[src/rtl/mem_cmd_responder.sv]
// rtl/mem_cmd_responder.sv - executes CLEAR/READ/WRITE commands on a req/ack word-memory port; optional MEM_TIMEOUT_EN ack timeout
module mem_cmd_responder #(
    parameter int ADDR_W      = 25,
    parameter int DATA_W      = 16,
    parameter int CLEAR_WORDS = 16,
    parameter int TIMEOUT     = 255
) (
    input  logic              clk,
    input  logic              rst,
    input  logic [1:0]        modeInput,
    input  logic [ADDR_W-1:0] ioAddress,
    input  logic [DATA_W-1:0] ioDataIn,
    input  logic              ioDone,
    output logic              memDone,
    output logic [DATA_W-1:0] readData,
    output logic              readValid,
    output logic              memReq,
    output logic              memWe,
    output logic [ADDR_W-1:0] memAddr,
    output logic [DATA_W-1:0] memWdata,
    input  logic              memAck,
    input  logic [DATA_W-1:0] memRdata,
    output logic              errFlag
);

    localparam int CNT_W = $clog2(CLEAR_WORDS) + 1;

    localparam logic [1:0] MODE_CLEAR = 2'b00;
    localparam logic [1:0] MODE_READ  = 2'b01;
    localparam logic [1:0] MODE_WRITE = 2'b10;
    localparam logic [1:0] MODE_IDLE  = 2'b11;

    typedef enum logic [1:0] {
        S_IDLE,
        S_ISSUE,
        S_WAIT_ACK,
        S_NEXT
    } state_t;

    state_t            r_state;
    state_t            w_state_n;

    logic              r_io_done_q;
    logic [1:0]        r_mode;
    logic [ADDR_W-1:0] r_addr;
    logic [DATA_W-1:0] r_data;
    logic [CNT_W-1:0]  r_count;

    logic              r_mem_done;
    logic [DATA_W-1:0] r_read_data;
    logic              r_read_valid;
    logic              r_mem_req;
    logic              r_mem_we;
    logic [ADDR_W-1:0] r_mem_addr;
    logic [DATA_W-1:0] r_mem_wdata;

    logic              w_rise;
    logic              w_accept;
    logic              w_last_word;
    logic              w_more_words;
    logic              w_timeout;

    assign w_rise       = ioDone & ~r_io_done_q;
    assign w_accept     = (r_state == S_IDLE) && w_rise && (modeInput != MODE_IDLE);
    assign w_last_word  = (r_count == CNT_W'(CLEAR_WORDS - 1));
    assign w_more_words = (r_mode == MODE_CLEAR) && !w_last_word;

`ifdef MEM_TIMEOUT_EN
    localparam int TMO_W = $clog2(TIMEOUT + 1);

    logic [TMO_W-1:0] r_tmo;
    logic             r_err;

    assign w_timeout = (r_state == S_WAIT_ACK) && !memAck && (r_tmo == TMO_W'(TIMEOUT - 1));
    assign errFlag   = r_err;

    // Cycles spent in WAIT_ACK for the current word; restarts for every request.
    always_ff @(posedge clk or posedge rst) begin
        if (rst) begin
            r_tmo <= '0;
        end else if (r_state != S_WAIT_ACK) begin
            r_tmo <= '0;
        end else if (!memAck) begin
            r_tmo <= r_tmo + 1'b1;
        end
    end

    // Sticky error: set on any ack timeout, only reset clears it.
    always_ff @(posedge clk or posedge rst) begin
        if (rst) begin
            r_err <= 1'b0;
        end else if (w_timeout) begin
            r_err <= 1'b1;
        end
    end
`else
    // No timeout hardware: error output is constant low (TIMEOUT kept in the expression so both builds consume it).
    assign w_timeout = 1'b0;
    assign errFlag   = 1'b0 & (TIMEOUT == 0);
`endif

    assign memDone   = r_mem_done;
    assign readData  = r_read_data;
    assign readValid = r_read_valid;
    assign memReq    = r_mem_req;
    assign memWe     = r_mem_we;
    assign memAddr   = r_mem_addr;
    assign memWdata  = r_mem_wdata;

    // State register.
    always_ff @(posedge clk or posedge rst) begin
        if (rst) begin
            r_state <= S_IDLE;
        end else begin
            r_state <= w_state_n;
        end
    end

    // Next-state logic: one request per word, CLEAR loops through NEXT until the last word is acked.
    always_comb begin
        w_state_n = r_state;
        case (r_state)
            S_IDLE: begin
                if (w_accept) begin
                    w_state_n = S_ISSUE;
                end
            end
            S_ISSUE: begin
                w_state_n = S_WAIT_ACK;
            end
            S_WAIT_ACK: begin
                if (memAck) begin
                    w_state_n = w_more_words ? S_NEXT : S_IDLE;
                end else if (w_timeout) begin
                    w_state_n = S_IDLE;
                end
            end
            S_NEXT: begin
                w_state_n = S_ISSUE;
            end
            default: begin
                w_state_n = S_IDLE;
            end
        endcase
    end

    // Command latch, memory-port drive and completion reporting.
    always_ff @(posedge clk or posedge rst) begin
        if (rst) begin
            r_io_done_q  <= 1'b1;
            r_mode       <= MODE_IDLE;
            r_addr       <= '0;
            r_data       <= '0;
            r_count      <= '0;
            r_mem_done   <= 1'b1;
            r_read_data  <= '0;
            r_read_valid <= 1'b0;
            r_mem_req    <= 1'b0;
            r_mem_we     <= 1'b0;
            r_mem_addr   <= '0;
            r_mem_wdata  <= '0;
        end else begin
            r_io_done_q  <= ioDone;
            r_read_valid <= 1'b0;
            case (r_state)
                S_IDLE: begin
                    if (w_accept) begin
                        r_mode     <= modeInput;
                        r_addr     <= ioAddress;
                        r_data     <= ioDataIn;
                        r_count    <= '0;
                        r_mem_done <= 1'b0;
                    end
                end
                S_ISSUE: begin
                    r_mem_req   <= 1'b1;
                    r_mem_we    <= (r_mode == MODE_WRITE) || (r_mode == MODE_CLEAR);
                    r_mem_addr  <= r_addr;
                    r_mem_wdata <= (r_mode == MODE_CLEAR) ? '0 : r_data;
                end
                S_WAIT_ACK: begin
                    if (memAck) begin
                        r_mem_req <= 1'b0;
                        if (r_mode == MODE_READ) begin
                            r_read_data  <= memRdata;
                            r_read_valid <= 1'b1;
                        end
                        if (!w_more_words) begin
                            r_mem_done <= 1'b1;
                        end
                    end else if (w_timeout) begin
                        r_mem_req  <= 1'b0;
                        r_mem_done <= 1'b1;
                    end
                end
                S_NEXT: begin
                    r_addr  <= r_addr + 1'b1;
                    r_count <= r_count + 1'b1;
                end
                default: begin
                end
            endcase
        end
    end

endmodule
[config.mk]
export PLATFORM = sky130hd
export DESIGN_NAME = mem_cmd_responder
export DESIGN_NICKNAME = d
export VERILOG_FILES = /design/src/rtl/mem_cmd_responder.sv
export SDC_FILE = /design/constraint.sdc
export NUM_CORES = 1
export LEC_CHECK = 0
export ABC_AREA = 1
export CAP_MARGIN = 20
export CORE_MARGIN = 3
export CORE_UTILIZATION = 25
export CTS_CLUSTER_DIAMETER = 50
export DETAILED_ROUTE_END_ITERATION = 6
export GPL_ROUTABILITY_DRIVEN = 1
export SLEW_MARGIN = 20
export SYNTH_ARGS = -nofsm -noshare
export SYNTH_HDL_FRONTEND = slang
export SYNTH_SLANG_ARGS = --single-unit
[constraint.sdc]
create_clock -name clk -period 4.6 [get_ports clk]
set_clock_uncertainty 0.15 [all_clocks]
set_input_delay 0.92 -clock clk [delete_from_list [all_inputs] [get_ports clk]]
set_output_delay 0.92 -clock clk [all_outputs]
set_load 0.02 [all_outputs]
# Word-level counts from Yosys, hierarchy flattened

Cells that the tools add are included.
Widths: inputs -> output; s select.

Register bits after elaboration: 112
Logic and storage cells: 61
Output and inout bits: 62

Bitwise gates (word level): 2
Mux-type cells: 18
$add $sub $neg: 2
Reduce and logical (&&, ||, !) cells: 16
Equal/unequal tests: 10

Operator list:

| cell                  | number |
|---|---|
| $pmux 25 s2           | 1 |
| $add 25x1->25 const B | 1 |
| $mux 25               | 1 |
| $mux 16               | 1 |
| $pmux 5 s2            | 1 |
| $ne 2x2->1 const B    | 4 |
| $pmux 2 s4            | 1 |
| $reduce_and 2->1      | 4 |
| $mux 1                | 7 |
| $eq 2x2->1 const B    | 3 |
| $mux 2                | 3 |
| $reduce_bool 2->1     | 3 |
| $add 5x1->5 const B   | 1 |
| $eq 5x4->1 const B    | 1 |
| $mux 5                | 1 |
| $eq 2x1->1 const B    | 2 |
| $logic_not 2->1       | 2 |
| $pmux 1 s2            | 2 |
| $reduce_and 4->1      | 1 |
| $logic_and 1x1->1     | 3 |
| $reduce_and 3->1      | 1 |
| $and 1x1->1           | 1 |
| $logic_not 1->1       | 1 |
| $logic_or 1x1->1      | 1 |
| $not 1->1             | 1 |

# Logic depth before layout (Yosys ltp)

Gate-level depths: netlist (run 1).

Word-level depth: 6
Mapped depth: 12
Depth with buffers taken out: 11

# Least setup slack after synthesis (run 1)

No wires, ideal clock.

Path kind: input-to-reg
Start point: input memAck
End point: register r_read_data[0], in the netlist readData[0]
Buffers on the path: 1
Stages on the path: 6
Arrival: 1,644 ps
Setup slack: 2,689 ps
Data required time: 4,333 ps
Cells stage by stage: nand2_1 -> nor3_4 -> inv_2 -> clkbuf_1 -> nand2_1 -> nand2_1

Longest elaborated chain between the ends: 1

Ends and longest elaborated chain:

| item                       | RTL line | source |
|---|---|---|
| from (decl)                | 21       | `input logic memAck,` |
| $reduce_and 3->1 (no line) | -        |  |
| to (signal assigned)       | 185      | `r_read_data <= memRdata;` |
| to (decl)                  | 50       | `logic [DATA_W-1:0] r_read_data;` |

No other way between the ends.
A chain may end at the register's enable or synchronous reset.

# Worst setup path in the final report (run 1)

Start point: register r_state[1]
End point: register r_addr[6]

Longest elaborated chain between the ends: 5
Elaborated cells between the ends (all ways): 8
Those cells by class: 2 x eq/ne; 1 x mux; 5 x reduce/logical

Ends and longest elaborated chain:

| item                           | RTL line | source |
|---|---|---|
| from (decl)                    | 40       | `state_t r_state;` |
| from (signal assigned)         | 115      | `r_state <= w_state_n;` |
| $logic_not 2->1                | 64, 165  |  |
| $logic_and 1x1->1 (2 in a row) | 64       | `assign w_accept = (r_state == S_IDLE) && w_rise && (modeInput != MODE_IDLE);` |
| $ne 2x2->1 (no line)           | -        |  |
| $reduce_and 2->1 (no line)     | -        |  |
| to (signal assigned)           | 169      | `r_addr <= ioAddress;` |
| to (signal assigned)           | 197      | `r_addr <= r_addr + 1'b1;` |
| to (decl)                      | 45       | `logic [ADDR_W-1:0] r_addr;` |

Parallel ways exist; a longest one is shown, timed or not.

==> impl_metrics.ini, run 1 <==
[sta]
finalSetupViolCount = 0
fmax_ghz = 0.336
worstMarginPinSlew_ps = 1020
period_minus_slack_ps = 2980
holdWs_ps = 318
relSlewSlack_pct = 32.1
hold_viol_final = 0
rsz0062_at_grt = false
slew_viol_final = 0
period_share_pct = 64.7
setup-tns-final_ps = 0

[floorplan]
rows = 52
die_h_um = 151
io_pins = 125
coreArea_mm2 = 0.0204
start_util_pct = 25.7
dieArea_mm2 = 0.0228
die_w_um = 151

[route]
wl_um = 13700
vias_per_cell = 4.24
drt.antenna.violating_nets = 0
post-route-drc-count = 0
wl_per_cell_um = 13.1
first_pass_iters = 4
drtIter0Drc = 190
vias = 4466

[finish]
multi_input_area_mm2 = 0.00213
final_util_pct = 34.5
drive_gt1_share_pct = 5.49
finalNetCount = 848
area_delta_synth_final_pct = 33.9
seq_area_mm2 = 0.00281
layout_commonest_cell = nand2_1
diodes = 0
layout_common_cells = nand2_1 (277), clkdlybuf4s50_1 (123), dfrtp_1 (108)
stdcell_count = 1053
fillers = 2184

[clock_tree]
clk_path_buf_depth = 2
root_buffer = clkbuf_16
post_cts_buffers = 0
cts_made_buffers = 9
htree_levels = 3
cts_resized = 0
cts_tree = done
clock_latency_ps = 360
path_clk_slew_ps = 80
cts.sinks = 112
hold_buffers = 0

[global_route]
grt_util_met1_pct = 16.0
grt_pass1_wl_um = 22100
overflow = 0
grt_max_degree = 67
grtUsageMet3_pct = 4.52
gr-max-usage-layer = met2
grt_use_met2_pct = 19.8
grt_pass1_vias = 4283
antenna_found_initial = 0
grt_use_total_pct = 12.4

[setup_path]
required_ps = 4730
rr_startpoint = r_state[1]
rr_endpoint = r_addr[6]
critPathMaxStageDelay_ps = 740
worst_path_max_delay_cell = o21ai_2
worstSetupEndpointType = flip-flop
r2r_slack_ps = 1620
crit_family = buffers and inverters
crit_buf_inv = 3
worst-path-max-fanout = 47
crit_end = r_addr[6]
worstRegToRegCells = 8
arrival_ps = 3100
startpoint_type = flip-flop
crit_chain = ha_1 > buf_4 > inv_2 > o21ai_2 > inv_2 > nor2_1 > o21ai_0 > o21ai_0
critPathKind = flip-flop to flip-flop
path_depth = 8
crit_start = r_state[1]

[pwr]
internal_power_mw = 2.64
sw_frac_of_total_pct = 41.1
p_sw_mw = 1.84
p_leak_nw = 3.19
p_clk_share_pct = 18.6
p_seq_share_pct = 38.4
power_density_mw_per_mm2 = 636
ir_drop_v = 0.000261
p_comb_share_pct = 42.9

[placed_design]
dpl.hpwl_um = 9600
portBuffers = 123
routabilityCongestion = 0.800
dp_cells = 1037

[yosys]
synth_seq_cells = 112
yosysWarnings = 0
syn_avg_cell_area_um2 = 7.89
yosysSeqAreaShare_pct = 53.4
synth_edf_count = 0
async_reset_ff_share_pct = 100
synth_ff_type = dfrtp_1
netlist_instances = 666
synthesis.nets = 736
ys_types = 32
synth.cell_area_mm2 = 0.00526

[status]
outcome = finished, final reports clean

[hold_path]
holdCritPathClass = flip-flop to flip-flop

[job]
cap_violations = 0
[layout make-up]
class,count,area share (%)
Sequential cell,112,39.9
Multi-Input combinational cell,482,30.3
Timing Repair Buffer,127,18.1
Tap cell,270,4.80
Clock buffer,10,3.39
Inverter,46,2.49
Clock inverter,6,1.03
[kinds of logic (layout without fill, tap and decap cells)]
kind of cell | count (synthesis) | count (layout) | share of synthesized area (%)
xor gates and xnor gates | 5 | 5 | 0.833
other | 1 | 1 | 0.0713
adders and majority gates | 7 | 7 | 1.67
buffers and inverters | 72 | 189 | 6.02
AOI/OAI and AO/OA | 84 | 84 | 8.52
and+or+nand+nor | 385 | 385 | 29.5
DFF | 112 | 112 | 53.4
[synthesized netlist by cell type (all sizes together), types with 2 or more instances]
master | n | share of area [%]
nor2 | 69 | 5.5
a21oi | 5 | 0.48
a22oi | 2 | 0.29
ha | 7 | 1.7
nand4 | 4 | 0.48
xor2 | 4 | 0.67
o22ai | 3 | 0.36
buf | 15 | 2.0
nand3 | 33 | 3.2
inv | 45 | 3.2
nand2 | 278 | 20
o21ai | 71 | 7.0
clkbuf | 11 | 0.79
dfstp | 4 | 2.0
dfrtp | 108 | 51
[stage by stage]
stage          setup slack, ps  cell area, µm²  power, mW
5_1_grt                   1260            7040       4.85
6_report                  1620            7040       4.48
3_5_place_dp              1560            6730       3.69
4_1_cts                   1570            7040       4.56
2_1_floorplan              578            5260       2.90
3_3_place_gp              1600            6730       3.67
[per-layer routing]
metal  wire length (µm)  up-vias
met1               6340     2034
met3               1060       13
li1                   -     2304
met4                157        0
met2               6190      115
met5                  0        -
[sequential cells by signal (all words and copies together) (netlist names)]
signal       count
r_addr          25
readData        16
memDone          1
r_mode           2
memReq           1
r_state          2
r_data          16
memWdata        16
r_io_done_q      1
memAddr         25
readValid        1
r_count          5
memWe            1
[worst min-delay path by stage]
stage,startpoint,endpoint,slack (ps),cells past startpoint
2_1_floorplan,r_data[0],r_data[0],300,2
3_3_place_gp,memDone,memDone,300,2
3_5_place_dp,readData[10],readData[10],310,2
4_1_cts,memDone,memDone,320,2
5_1_grt,readData[10],readData[10],340,2
6_report,memDone,memDone,320,2
[worst reg2reg max path: stages, from the launching register on]
cell     delay [ps]
dfrtp_1         400
ha_1            160
buf_4           400
inv_2           200
o21ai_2         740
inv_2           490
nor2_1          190
o21ai_0         100
o21ai_0          70
[power by group through the flow]
stage / Clock [mW] / Combinational [mW] / Sequential (mW)
finish: 0.833 / 1.92 / 1.72
global route: 0.900 / 2.17 / 1.78
CTS: 0.872 / 1.96 / 1.72
detailed placement: 0 / 1.96 / 1.73
global placement: 0 / 1.93 / 1.73
floorplan: 0 / 0.954 / 1.95
No activity file was read; power rests on OpenSTA's default activity.
==> run 2: changes to the inputs <==
- clock period: 4.6 -> 2.92 ns (I/O delays scaled with it)
==> impl_metrics.ini, run 2 (synthesis gave the netlist of run 1 again) <==
[setup_path]
crit_start = r_state[0]
r2r_slack_ps = 610
worstRegToRegCells = 8
rr_endpoint = r_mode[0]
required_ps = 3040
worstSetupEndpointType = flip-flop
crit_end = r_mode[0]
startpoint_type = flip-flop
worst-path-max-fanout = 19
rr_startpoint = r_state[0]
critPathKind = flip-flop to flip-flop
arrival_ps = 2430

[clock_tree]
htree_levels = 3
path_clk_slew_ps = 80
cts_made_buffers = 9
cts.sinks = 112
root_buffer = clkbuf_16
post_cts_buffers = 0
cts_tree = done
cts_resized = 0
hold_buffers = 0
clk_path_buf_depth = 2
clock_latency_ps = 360

[global_route]
grt_pass1_wl_um = 23300
grt_max_degree = 67
grt_use_met2_pct = 20.5
grtUsageMet3_pct = 3.47
gr-max-usage-layer = met2
overflow = 0
grt_pass1_vias = 4506
grt_use_total_pct = 12.9
grt_util_met1_pct = 17.3
antenna_found_initial = 0

[sta]
relSlewSlack_pct = 56.2
worstMarginPinSlew_ps = 657
period_share_pct = 78.9
holdWs_ps = 312
slew_viol_final = 0
hold_viol_final = 0
rsz0062_at_grt = false
period_minus_slack_ps = 2310
fmax_ghz = 0.434
setup-tns-final_ps = 0
finalSetupViolCount = 0

[floorplan]
dieArea_mm2 = 0.0228
die_w_um = 151
io_pins = 125
rows = 52
coreArea_mm2 = 0.0204
start_util_pct = 25.7
die_h_um = 151

[pwr]
p_comb_share_pct = 43.3
p_clk_share_pct = 18.4
p_seq_share_pct = 38.3
sw_frac_of_total_pct = 41.5
ir_drop_v = 0.000465
p_sw_mw = 2.95
internal_power_mw = 4.16
p_leak_nw = 3.22
power_density_mw_per_mm2 = 1000

[finish]
layout_commonest_cell = nand2_1
drive_gt1_share_pct = 6.22
diodes = 0
layout_common_cells = nand2_1 (277), clkdlybuf4s50_1 (123), dfrtp_1 (108)
stdcell_count = 1058
area_delta_synth_final_pct = 35.0
finalNetCount = 853

[route]
vias = 4583
wl_um = 14000
post-route-drc-count = 0
vias_per_cell = 4.33
drtIter0Drc = 205
wl_per_cell_um = 13.3
drt.antenna.violating_nets = 0
first_pass_iters = 4

[placed_design]
routabilityCongestion = 0.818
dp_cells = 1042
dpl.hpwl_um = 9840
portBuffers = 123

[hold_path]
holdCritPathClass = flip-flop to flip-flop
hold-path-cell-count = 2

[job]
cap_violations = 0

[status]
outcome = finished, final reports clean
## run 2: changes by cell type in the layout (fill, tap and decap cells not counted), sizes merged
| cell | change |
|---|---|
| clkbuf | -1 |
| inv | -2 |
| clkinv | +2 |
| buf | +5 |
| clkinvlp | +1 |
## run 2: worst max-delay path, stage by stage, from the launching register on
cell	delay [ps]
dfrtp_1	400
inv_1	100
ha_1	300
inv_1	80
nor2_1	50
nand3_2	80
buf_4	240
clkinv_1	480
o21ai_0	330
## run 2: per-stage QoR
step	power, mW	instance area (µm²)	util (%)	setup WS (ps)
floorplan	4.57	5260	-	832
global placement	5.81	6780	33.2	451
detailed placement	5.86	6780	33.2	345
CTS	7.22	7090	34.7	576
global route	7.75	7100	34.7	391
finish	7.11	7100	34.7	615
## run 2: how the worst min path moves through the flow
stage          slack, ps   endpoint  startpoint
2_1_floorplan        300  r_data[0]   r_data[0]
4_1_cts              320    memDone     memDone
3_5_place_dp         300    memDone     memDone
5_1_grt              330    memDone     memDone
3_3_place_gp         300    memDone     memDone
6_report             310    memDone     memDone
## run 2: power groups by stage
stage / sequential (mW) / clock [mW] / combinational (mW)
after floorplan: 3.07 / 0 / 1.50
after global placement: 2.74 / 0 / 3.07
after detailed placement: 2.74 / 0 / 3.12
after CTS: 2.72 / 1.37 / 3.13
after global routing: 2.82 / 1.43 / 3.50
final: 2.72 / 1.31 / 3.08
## run 2: per-layer routing
metal  part of all wire (%)  routed length [µm]
met5                      0                   0
met4                    1.2                 165
met3                    6.5                 908
met2                     45                6310
met1                     47                6640
## run 2: layout make-up
| cell class | count | area, µm² |
|---|---|---|
| tap | 270 | 338 |
| fill | 2180 | 13300 |
| clock inverter | 7 | 88.8 |
| sequential | 112 | 2810 |
| inverter | 46 | 176 |
| timing repair buffer | 132 | 1320 |
| clock buffer | 9 | 225 |
| multi-input combinational | 482 | 2140 |
==> run 3: changes to the inputs <==
- clock period: 2.92 -> 2.1 ns (I/O delays scaled with it)
==> impl_metrics.ini, run 3 (synthesis gave the netlist of run 1 again) <==
[status]
outcome = finished, final reports clean

[global_route]
grt_pass1_wl_um = 22700
grt_max_degree = 59
overflow = 0
grt_use_total_pct = 12.6
antenna_found_initial = 0
grt_pass1_vias = 4403

[finish]
layout_commonest_cell = nand2_1
layout_common_cells = nand2_1 (277), clkdlybuf4s50_1 (122), dfrtp_1 (108)
multi_input_area_mm2 = 0.00214
fin_area_mm2 = 0.00719
seq_area_mm2 = 0.00281
area_delta_synth_final_pct = 36.7
final_util_pct = 35.2
drive_gt1_share_pct = 6.80
finalNetCount = 859
stdcell_count = 1064
diodes = 0
fillers = 2173

[hold_path]
min_to = memDone
hp-start = memDone
holdCritPathClass = flip-flop to flip-flop
hold-path-cell-count = 2

[route]
post-route-drc-count = 0
wl_um = 14000
first_pass_iters = 4
vias = 4563
vias_per_cell = 4.29
wl_per_cell_um = 13.1
drtIter0Drc = 242
drt.antenna.violating_nets = 0

[pwr]
sw_frac_of_total_pct = 40.1
p_clk_share_pct = 19.7
p_comb_share_pct = 42.8
p_seq_share_pct = 37.5
power_density_mw_per_mm2 = 1410
p_leak_nw = 3.27
p_sw_mw = 4.07
internal_power_mw = 6.07
ir_drop_v = 0.000554

[sta]
worstMarginPinSlew_ps = 629
period_share_pct = 93.3
slew_viol_final = 0
relSlewSlack_pct = 58.0
finalSetupViolCount = 0
fmax_ghz = 0.510
fin_ws_ps = 140
hold_viol_final = 0
setup-tns-final_ps = 0
rsz0062_at_grt = false
period_minus_slack_ps = 1960

[clock_tree]
clock_latency_ps = 350
htree_levels = 3
hold_buffers = 0
cts_tree = done
cts.sinks = 112
root_buffer = clkbuf_16
clk_path_buf_depth = 2
path_clk_slew_ps = 80
cts_made_buffers = 9

[setup_path]
crit_buf_inv = 1
crit_start = memWdata[15]
rr_startpoint = r_addr[1]
r2r_slack_ps = 230
arrival_ps = 1390
crit_chain = clkdlybuf4s50_1
worst_path_max_delay_cell = clkdlybuf4s50_1
critPathMaxStageDelay_ps = 630
startpoint_type = flip-flop
critPathKind = flip-flop to primary output
worst-path-max-fanout = 2
required_ps = 1530
worstSetupEndpointType = primary output
rr_endpoint = r_addr[22]
worstRegToRegCells = 10
crit_family = buffers and inverters

[floorplan]
io_pins = 125
die_w_um = 151
start_util_pct = 25.7
coreArea_mm2 = 0.0204
dieArea_mm2 = 0.0228
rows = 52
die_h_um = 151

[placed_design]
pre_cts_ws_ps = 120
portBuffers = 123
dp_cells = 1048
routabilityCongestion = 0.809
post_dp_cell_area_mm2 = 0.00684
dpl.hpwl_um = 9940

[job]
cap_violations = 0
## run 3: cell count changes in the layout (fill, tap and decap cells not counted)
cell	delta
bufinv_16	+2
buf_6	+1
clkinv_4	-1
clkinv_8	-1
inv_6	-1
dlygate4sd2_1	+1
clkbuf_1	+1
clkdlybuf4s50_1	-1
buf_4	+4
buf_12	+1
## run 3: repair_timing
action / CTS / global route
pin swaps: 0 / 1
gates resized for setup: 1 / 2
buffers inserted: 0 / 0
setup endpoints to repair: 1 / 4
## run 3: area by class of cell
cell class	count	area share, %
Timing Repair Buffer	138	19.3
Clock inverter	6	1.60
Tap cell	270	4.70
Sequential cell	112	39.1
Inverter	46	2.45
Clock buffer	10	3.19
Multi-Input combinational cell	482	29.7
## run 3: layer usage
layer | GRT usage (%) | part of all wire [%]
met2 | 19.9 | 45
met1 | 17.0 | 47
met3 | 3.83 | 6.3
met4 | 2.95 | 1.1
met5 | 0 | 0
## run 3: worst min-delay path, stage by stage (launching register included)
cell and delay, ps:
dfstp_2 370, nand2_1 50, nand2_1 40
## run 3: how the worst max path moves through the flow
stage | endpoint | slack (ps) | cells after the start
2_1_floorplan | memAddr[0] | 180 | 1
3_3_place_gp | r_addr[2] | 180 | 7
3_5_place_dp | r_state[1] | 120 | 5
4_1_cts | r_state[1] | 130 | 5
5_1_grt | r_addr[6] | 4 | 11
6_report | memWdata[15] | 140 | 1
## run 3: per-stage QoR
stage	total power, mW	hold slack, ps
after floorplan	6.36	274
after global routing	11.0	343
after CTS	10.3	316
after detailed placement	8.23	306
final	10.1	312
after global placement	8.14	305
## run 3: power by group through the flow
stage / clock (mW) / combinational, mW / sequential (mW)
after CTS: 2.08 / 4.41 / 3.79
after global routing: 2.16 / 4.90 / 3.94
after floorplan: 0 / 2.09 / 4.27
after global placement: 0 / 4.34 / 3.81
after detailed placement: 0 / 4.41 / 3.82
final: 2.00 / 4.33 / 3.80
